==> config.mk <==
export PLATFORM = sky130hd
export DESIGN_NAME = rom_read_arbiter
export DESIGN_NICKNAME = d
export VERILOG_FILES = /design/src/rtl/rom_arb_pkg.sv /design/src/rtl/rom_arb_pick.sv /design/src/rtl/rom_read_arbiter.sv
export SDC_FILE = /design/constraint.sdc
export NUM_CORES = 1
export LEC_CHECK = 0
export ABC_AREA = 1
export CAP_MARGIN = 20
export CORE_ASPECT_RATIO = 0.8
export CORE_MARGIN = 4
export CORE_UTILIZATION = 41
export CTS_CLUSTER_DIAMETER = 40
export DETAILED_ROUTE_END_ITERATION = 8
export GPL_TIMING_DRIVEN = 0
export PLACE_DENSITY = 0.87
export SYNTH_ARGS = -nofsm -noshare
export SYNTH_HDL_FRONTEND = slang
export SYNTH_SLANG_ARGS = --single-unit
export TNS_END_PERCENT = 100
==> constraint.sdc <==
create_clock -name clk -period 1.8 [get_ports clk]
set_input_delay 0.36 -clock clk [delete_from_list [all_inputs] [get_ports clk]]
set_output_delay 0.36 -clock clk [all_outputs]
set_load 0.005 [all_outputs]
==> src/rtl/rom_arb_pkg.sv <==
// Shared types for the ROM read arbiter: issue-tag layout and requester-id width.
// ID_W is sized for the largest supported requester count, so one tag format serves every build.
package rom_arb_pkg;

    localparam int MAX_REQ = 8;

    function automatic int id_width(input int n);
        int w;
        w = 1;
        for (int k = 1; k < 8; k++) begin
            if ((1 << w) < n) begin
                w = w + 1;
            end
        end
        return w;
    endfunction

    localparam int ID_W = id_width(MAX_REQ);

    typedef struct packed {
        logic            valid;
        logic [ID_W-1:0] id;
    } issue_tag_t;

endpackage

==> src/rtl/rom_arb_pick.sv <==
// Purpose: combinational one-hot picker; round-robin when ROM_ARB_ROUND_ROBIN_EN is defined, else fixed priority.
// Latency: zero (pure combinational).
// Backpressure: none; the grant depends only on req_valid and the pointer.
module rom_arb_pick
    import rom_arb_pkg::*;
#(
    parameter int NUM_REQ = 4
) (
    input  logic [NUM_REQ-1:0] req_valid,
    input  logic [ID_W-1:0]    ptr,
    output logic [NUM_REQ-1:0] grant,
    output logic [ID_W-1:0]    grant_idx,
    output logic               grant_vld
);

`ifdef ROM_ARB_ROUND_ROBIN_EN
    int cand;

    // Search starts one past the last winner and wraps, so the last winner is tried last.
    always_comb begin
        grant     = '0;
        grant_idx = '0;
        grant_vld = 1'b0;
        cand      = 0;
        for (int k = 1; k <= NUM_REQ; k++) begin
            cand = (int'(ptr) + k) % NUM_REQ;
            if (!grant_vld && req_valid[cand]) begin
                grant_vld       = 1'b1;
                grant[cand]     = 1'b1;
                grant_idx       = ID_W'(cand);
            end
        end
    end
`else
    logic unused_ptr;
    assign unused_ptr = ^ptr;

    always_comb begin
        grant     = '0;
        grant_idx = '0;
        grant_vld = 1'b0;
        for (int i = NUM_REQ - 1; i >= 0; i--) begin
            if (req_valid[i]) begin
                grant     = '0;
                grant[i]  = 1'b1;
                grant_idx = ID_W'(i);
                grant_vld = 1'b1;
            end
        end
    end
`endif

endmodule

==> src/rtl/rom_read_arbiter.sv <==
// Purpose: shares one 2-cycle single-port ROM among NUM_REQ readers; ROM_ARB_ROUND_ROBIN_EN selects round-robin over fixed priority.
// Latency: grant and rom_addr same cycle; rsp_valid/rsp_data READ_LATENCY cycles after the accept.
// Backpressure: none; one read accepted per cycle, clients must sink every response.
module rom_read_arbiter
    import rom_arb_pkg::*;
#(
    parameter int NUM_REQ      = 4,
    parameter int ADDR_WIDTH   = 8,
    parameter int DATA_WIDTH   = 8,
    parameter int READ_LATENCY = 2
) (
    input  logic                          clk,
    input  logic                          rst_n,
    input  logic [NUM_REQ-1:0]            req_valid,
    input  logic [NUM_REQ*ADDR_WIDTH-1:0] req_addr,
    output logic [NUM_REQ-1:0]            req_ready,
    output logic [NUM_REQ-1:0]            rsp_valid,
    output logic [DATA_WIDTH-1:0]         rsp_data,
    output logic [ADDR_WIDTH-1:0]         rom_addr,
    input  logic [DATA_WIDTH-1:0]         rom_data,
    output logic [15:0]                   rd_count
);

    logic [NUM_REQ-1:0]    grant;
    logic [ID_W-1:0]       grant_idx;
    logic                  grant_vld;
    logic [ID_W-1:0]       ptr;

    logic [ADDR_WIDTH-1:0] addr_hold_q, addr_hold_d;
    logic [15:0]           rd_count_q, rd_count_d;
    issue_tag_t            pipe_q [READ_LATENCY];
    issue_tag_t            pipe_d [READ_LATENCY];
    issue_tag_t            last_tag;

    rom_arb_pick #(
        .NUM_REQ   (NUM_REQ)
    ) u_pick (
        .req_valid (req_valid),
        .ptr       (ptr),
        .grant     (grant),
        .grant_idx (grant_idx),
        .grant_vld (grant_vld)
    );

`ifdef ROM_ARB_ROUND_ROBIN_EN
    logic [ID_W-1:0] ptr_q, ptr_d;

    always_comb begin
        ptr_d = ptr_q;
        if (grant_vld) begin
            ptr_d = grant_idx;
        end
    end

    // Pointer resets to the top index so requester 0 is first in line.
    always_ff @(posedge clk or negedge rst_n) begin
        if (!rst_n) begin
            ptr_q <= ID_W'(NUM_REQ - 1);
        end else begin
            ptr_q <= ptr_d;
        end
    end

    assign ptr = ptr_q;
`else
    assign ptr = '0;
`endif

    assign req_ready = grant;

    // Idle cycles replay the last granted address so the ROM input stays quiet.
    always_comb begin
        rom_addr = addr_hold_q;
        for (int i = 0; i < NUM_REQ; i++) begin
            if (grant[i]) begin
                rom_addr = req_addr[i*ADDR_WIDTH +: ADDR_WIDTH];
            end
        end
        addr_hold_d = rom_addr;
    end

    always_comb begin
        rd_count_d = rd_count_q;
        if (grant_vld && (rd_count_q != 16'hFFFF)) begin
            rd_count_d = rd_count_q + 16'd1;
        end
    end

    always_comb begin
        pipe_d[0].valid = grant_vld;
        pipe_d[0].id    = grant_idx;
        for (int s = 1; s < READ_LATENCY; s++) begin
            pipe_d[s] = pipe_q[s-1];
        end
    end

    always_ff @(posedge clk or negedge rst_n) begin
        if (!rst_n) begin
            addr_hold_q <= '0;
            rd_count_q  <= '0;
            for (int s = 0; s < READ_LATENCY; s++) begin
                pipe_q[s] <= '0;
            end
        end else begin
            addr_hold_q <= addr_hold_d;
            rd_count_q  <= rd_count_d;
            for (int s = 0; s < READ_LATENCY; s++) begin
                pipe_q[s] <= pipe_d[s];
            end
        end
    end

    assign last_tag = pipe_q[READ_LATENCY-1];

    always_comb begin
        rsp_valid = '0;
        rsp_data  = '0;
        if (last_tag.valid) begin
            rsp_data = rom_data;
            for (int i = 0; i < NUM_REQ; i++) begin
                if (last_tag.id == ID_W'(i)) begin
                    rsp_valid[i] = 1'b1;
                end
            end
        end
    end

    assign rd_count = rd_count_q;

endmodule
* After elaboration in Yosys (flattened, before gate mapping)
Index checks and enable logic that the tools add are counted. Widths: inputs -> output; s select.
Storage, ports and cells: word-level logic and storage cells 35, output and inout bits 40, register bits 32, bits of input ports 46
Cells by class: $add $sub $neg 1, multiplexer cells 22, eq/ne operators 4, reductions and logical operators 2
Operators with widths (number):
- $mux 8 | 5
- $mux 4 | 5
- $add 16x1->16 const B | 1
- $ne 16x16->1 const B | 1
- $mux 1 | 8
- $mux 2 | 4
- $eq 3x2->1 const B | 2
- $eq 3x1->1 const B | 1
- $logic_not 3->1 | 1
- $logic_and 1x1->1 | 1

* Depth between registers and ports, before layout
depth after elaboration 8, mapped depth 9

* Cells and area by module
Synthesis repeated with hierarchy kept, for this count alone.
Unflattened totals: cell total of the unflattened synthesis 276, area total of the unflattened synthesis 1955.6 um2
Modules (own cells, without submodules):
- rom_read_arbiter | area each 1879.3 um2, seq. area each 800.8 um2, cells an instance 259, instances 1
- rom_arb_pick | area each 76.3 um2, seq. area each 0.0 um2, cells an instance 17, instances 1

* Worst setup path after synthesis
No wires, ideal clock.
path type input-to-output, start in req_valid[0], end out rom_addr[0], data arrival time 1142 ps, cell stages on the path 7, buffers on the path 2, data required time 1440 ps, path slack 298 ps, cells stage by stage nor2_1 buf_2 nand2_1 buf_6 nand2_1 a21oi_1 nor2_1
Between the ends: longest elaborated chain between the ends 5
RTL lines:
- start: declaration | line rom_read_arbiter.sv:14 | input logic [NUM_REQ-1:0] req_valid,
- $mux 4 * | line rom_arb_pick.sv:43 | if (req_valid[i]) begin
- $mux 8 (3 in a row) | line rom_read_arbiter.sv:75 | if (grant[i]) begin
- $mux 8 * | line rom_read_arbiter.sv:75
- end: declaration | line rom_read_arbiter.sv:19 | output logic [ADDR_WIDTH-1:0] rom_addr,
Every way passes the cells marked *; elsewhere a longest branch is shown, timed or not.

* Final worst setup path
start in rom_data[6], end out rsp_data[6]
Between the ends: longest elaborated chain between the ends 1
RTL lines:
- start: declaration | line rom_read_arbiter.sv:20 | input logic [DATA_WIDTH-1:0] rom_data,
- $mux 8 | line rom_read_arbiter.sv:118 | if (last_tag.valid) begin
- end: declaration | line rom_read_arbiter.sv:18 | output logic [DATA_WIDTH-1:0] rsp_data,
Every way passes these cells.

==> flow_metrics.py <==
metrics = {
    "run_status": {
        "status": "complete, no violations",
    },
    "worst_setup_path": {
        "worstPathRequired_ps": 1440,
        "rrSetupSlack_ps": 300,
        "endpoint": "rsp_data[6]",
        "reg2reg_depth": 8,
        "r2r-end": "rd_count[1]$_DFFE_PN0P_",
        "cp_data_arrival_time_ps": 1420,
        "crit_type": "in -> out",
        "start_kind": "input pin",
        "path_max_fanout": 1,
        "rr_startpoint": "rd_count[0]$_DFFE_PN0P_",
        "critPathCaptureType": "output port",
        "startpoint": "rom_data[6]",
    },
    "timing": {
        "finalMaxSlewViolations": 0,
        "timing.final.ws_setup_ps": 18.6,
        "final.period_utilization_pct": 99.0,
        "finClkSkew_ps": 2.13,
        "final.min_clock_period_ps": 1780,
        "rsz0062_at_grt": "yes",
        "hold_viol": 0,
        "setup_viol": 0,
        "slew_headroom_pct": 55.1,
        "hold_slack_ps": 116,
        "tightestPinTransition_ps": 673,
        "fmaxAchievable_mhz": 561,
    },
    "logic_synthesis": {
        "syn_inst": 269,
        "yosys_warnings": 0,
        "yosysTopAreaCell": "dfrtp_1",
        "synth_seq_area_share_pct": 40.5,
        "yosysTopAreaCellShare_pct": 40.5,
        "syn_avg_cell_area_um2": 6.90,
        "post_synth_num_cell_types": 26,
        "ys_ff_latch": 30,
        "ys_top_cells_by_area": "dfrtp_1 (40%), nand2_1 (22%), inv_1 (5.3%), nand3_1 (5.1%), nor2_1 (5.1%)",
        "netlist_area_um2": 1860,
        "synth_nets": 316,
    },
    "drt": {
        "viasPerCell": 4.80,
        "routed_wl_um": 5570,
        "final_antenna_net_count": 0,
        "drc": 0,
        "firstDrtPassIters": 4,
        "vias": 2087,
        "drt_iter0_drc": 102,
        "wl_per_cell_um": 12.8,
    },
    "grt": {
        "grt_max_degree": 31,
        "grt_pass1_vias": 1975,
        "grt_antenna_before_repair": 0,
        "grt_pass1_wl_um": 8930,
        "track_usage_pct": 19.8,
        "overflow": 0,
    },
    "final_layout": {
        "utilization_pct": 69.8,
        "syn2layout_area_growth_pct": 61.1,
        "drive_gt1_share_pct": 18.8,
        "nNetsFinal": 425,
        "n_antenna_cell": 0,
        "final_area_um2": 2990,
    },
    "power": {
        "vdd_drop_max_uv": 1010,
        "cellPowerDensity_nw_per_um2": 717,
        "finalPower_w": 0.00214,
        "leakagePower_nw": 1.55,
    },
    "place": {
        "globalplace.congestion": 0.856,
        "port_buffers": 85,
        "dp_hpwl_um": 3990,
        "place_area_um2": 2770,
        "place_ws_ps": -929,
    },
    "clocking": {
        "cts_max_level": 2,
        "clk_latency_ps": 280,
        "clk_pin_slew_worst_paths_ps": 60,
        "holdBufCountCts": 0,
        "cts_made_buffers": 5,
        "clockRootBuffer": "clkbuf_8",
        "ctsLongestPathBuffers": 2,
        "cts_num_sinks": 30,
        "cts_tree": "yes",
    },
    "floorplanning": {
        "die_w_um": 83.2,
        "io_pins": 86,
        "die_area_um2": 5670,
        "start_util_pct": 43.3,
        "core_area_um2": 4280,
        "die_y_um": 68.2,
        "row_count": 21,
    },
    "min_path": {
        "worstHoldPathType": "in -> async",
    },
    "job": {
        "maxCapViolCount": 0,
    },
}
flip-flops by register name, summed over array words and instances (netlist names):
name,cells
pipe_d,3
last_tag,3
addr_hold_q,8
rd_count,16
power breakdown:
group / switching, W / internal (W) / total, W
sequential: 0.000134 / 0.000778 / 0.000912
clock: 0.000243 / 0.000259 / 0.000501
combinational: 0.000313 / 0.000418 / 0.000731
per-stage QoR:
step                      TNS [ps]  instances
after floorplan                  0        269
after global placement      -16190        411
after detailed placement     -9890        411
after CTS                        0        435
after global routing         -49.9        435
final                            0        435
timing repair:
action / 4_1_cts / 5_1_grt
endpoints found under the setup margin: 24 / 16
buffers inserted: 17 / 0
gates cloned: 1 / 0
resized for setup: 55 / 14
pin swaps: 8 / 4
area by class of cell:
class	count	area, um2
plain buffers	6	60.1
clock buffers	5	68.8
clock inverters	2	10.0
fillers	369	1290
inverters	28	105
multi-input cells	204	987
flip-flops and latches	30	752
well taps	57	71.3
repair buffers	103	935
kinds of logic (layout without fill, tap and decap cells):
logic type,count (synthesis),count (layout),synth area share (%)
DFF,30,30,40.5
adders and majority gates,1,1,0.674
AOI/OAI and AO/OA,8,8,2.16
and+or+nand+nor,188,188,45.2
xor gates and xnor gates,7,7,3.30
buffers and inverters,35,144,8.16
critical path: stages:
cell	delay, ps
clkdlybuf4s50_1	470
nand2_1	50
inv_1	50
clkdlybuf4s50_1	490
placed cells by master, fill, tap and decap left out, drive strengths merged:
master / count
xnor2: 4
nand3b: 1
nor3: 5
nor3b: 1
nand4: 6
dfrtp: 30
nand3: 19
nand2: 119
inv: 28
or2: 4
dlygate4sd2: 3
clkdlybuf4s50: 64
a21oi: 3
nor2: 33
clkbuf: 8
clkinv: 2
ha: 1
dlymetal6s2s: 6
o21ai: 5
xor2: 3
buf: 33
cell usage after synthesis (all sizes together):
cell and instances:
xnor2 4, buf 4, nand3 19, or2 4, o21ai 5, nor3 5, inv 28, xor2 3
a21oi 3, nand3b 1, nand2 119, nand4 6, nor3b 1, clkbuf 3, dfrtp 30, nor2 33
ha 1
worst min-delay path by stage:
| stage | from | to | slack (ps) | depth (start not counted) |
|---|---|---|---|---|
| floorplan | rst_n | addr_hold_q[0]$_DFF_PN0_ | 60 | 0 |
| global placement | pipe_d[3]$_DFF_PN0_ | last_tag[3]$_DFF_PN0_ | 330 | 0 |
| detailed placement | pipe_d[1]$_DFF_PN0_ | last_tag[1]$_DFF_PN0_ | 340 | 0 |
| CTS | rst_n | addr_hold_q[6]$_DFF_PN0_ | 140 | 1 |
| global route | rst_n | addr_hold_q[0]$_DFF_PN0_ | 180 | 1 |
| finish | rst_n | addr_hold_q[6]$_DFF_PN0_ | 120 | 1 |
per-layer routing:
layer / track usage, % / wire length (um) / vias up / part of all wire [%]
met4: 6.12 / 68 / 0 / 1.2
met3: 5.42 / 387 / 9 / 6.9
met1: 24.4 / 2520 / 965 / 45
met5: 0 / 0 / - / 0
met2: 34.3 / 2590 / 73 / 46
li1: - / - / 1040 / -
Power figures use the tool's default switching activity.
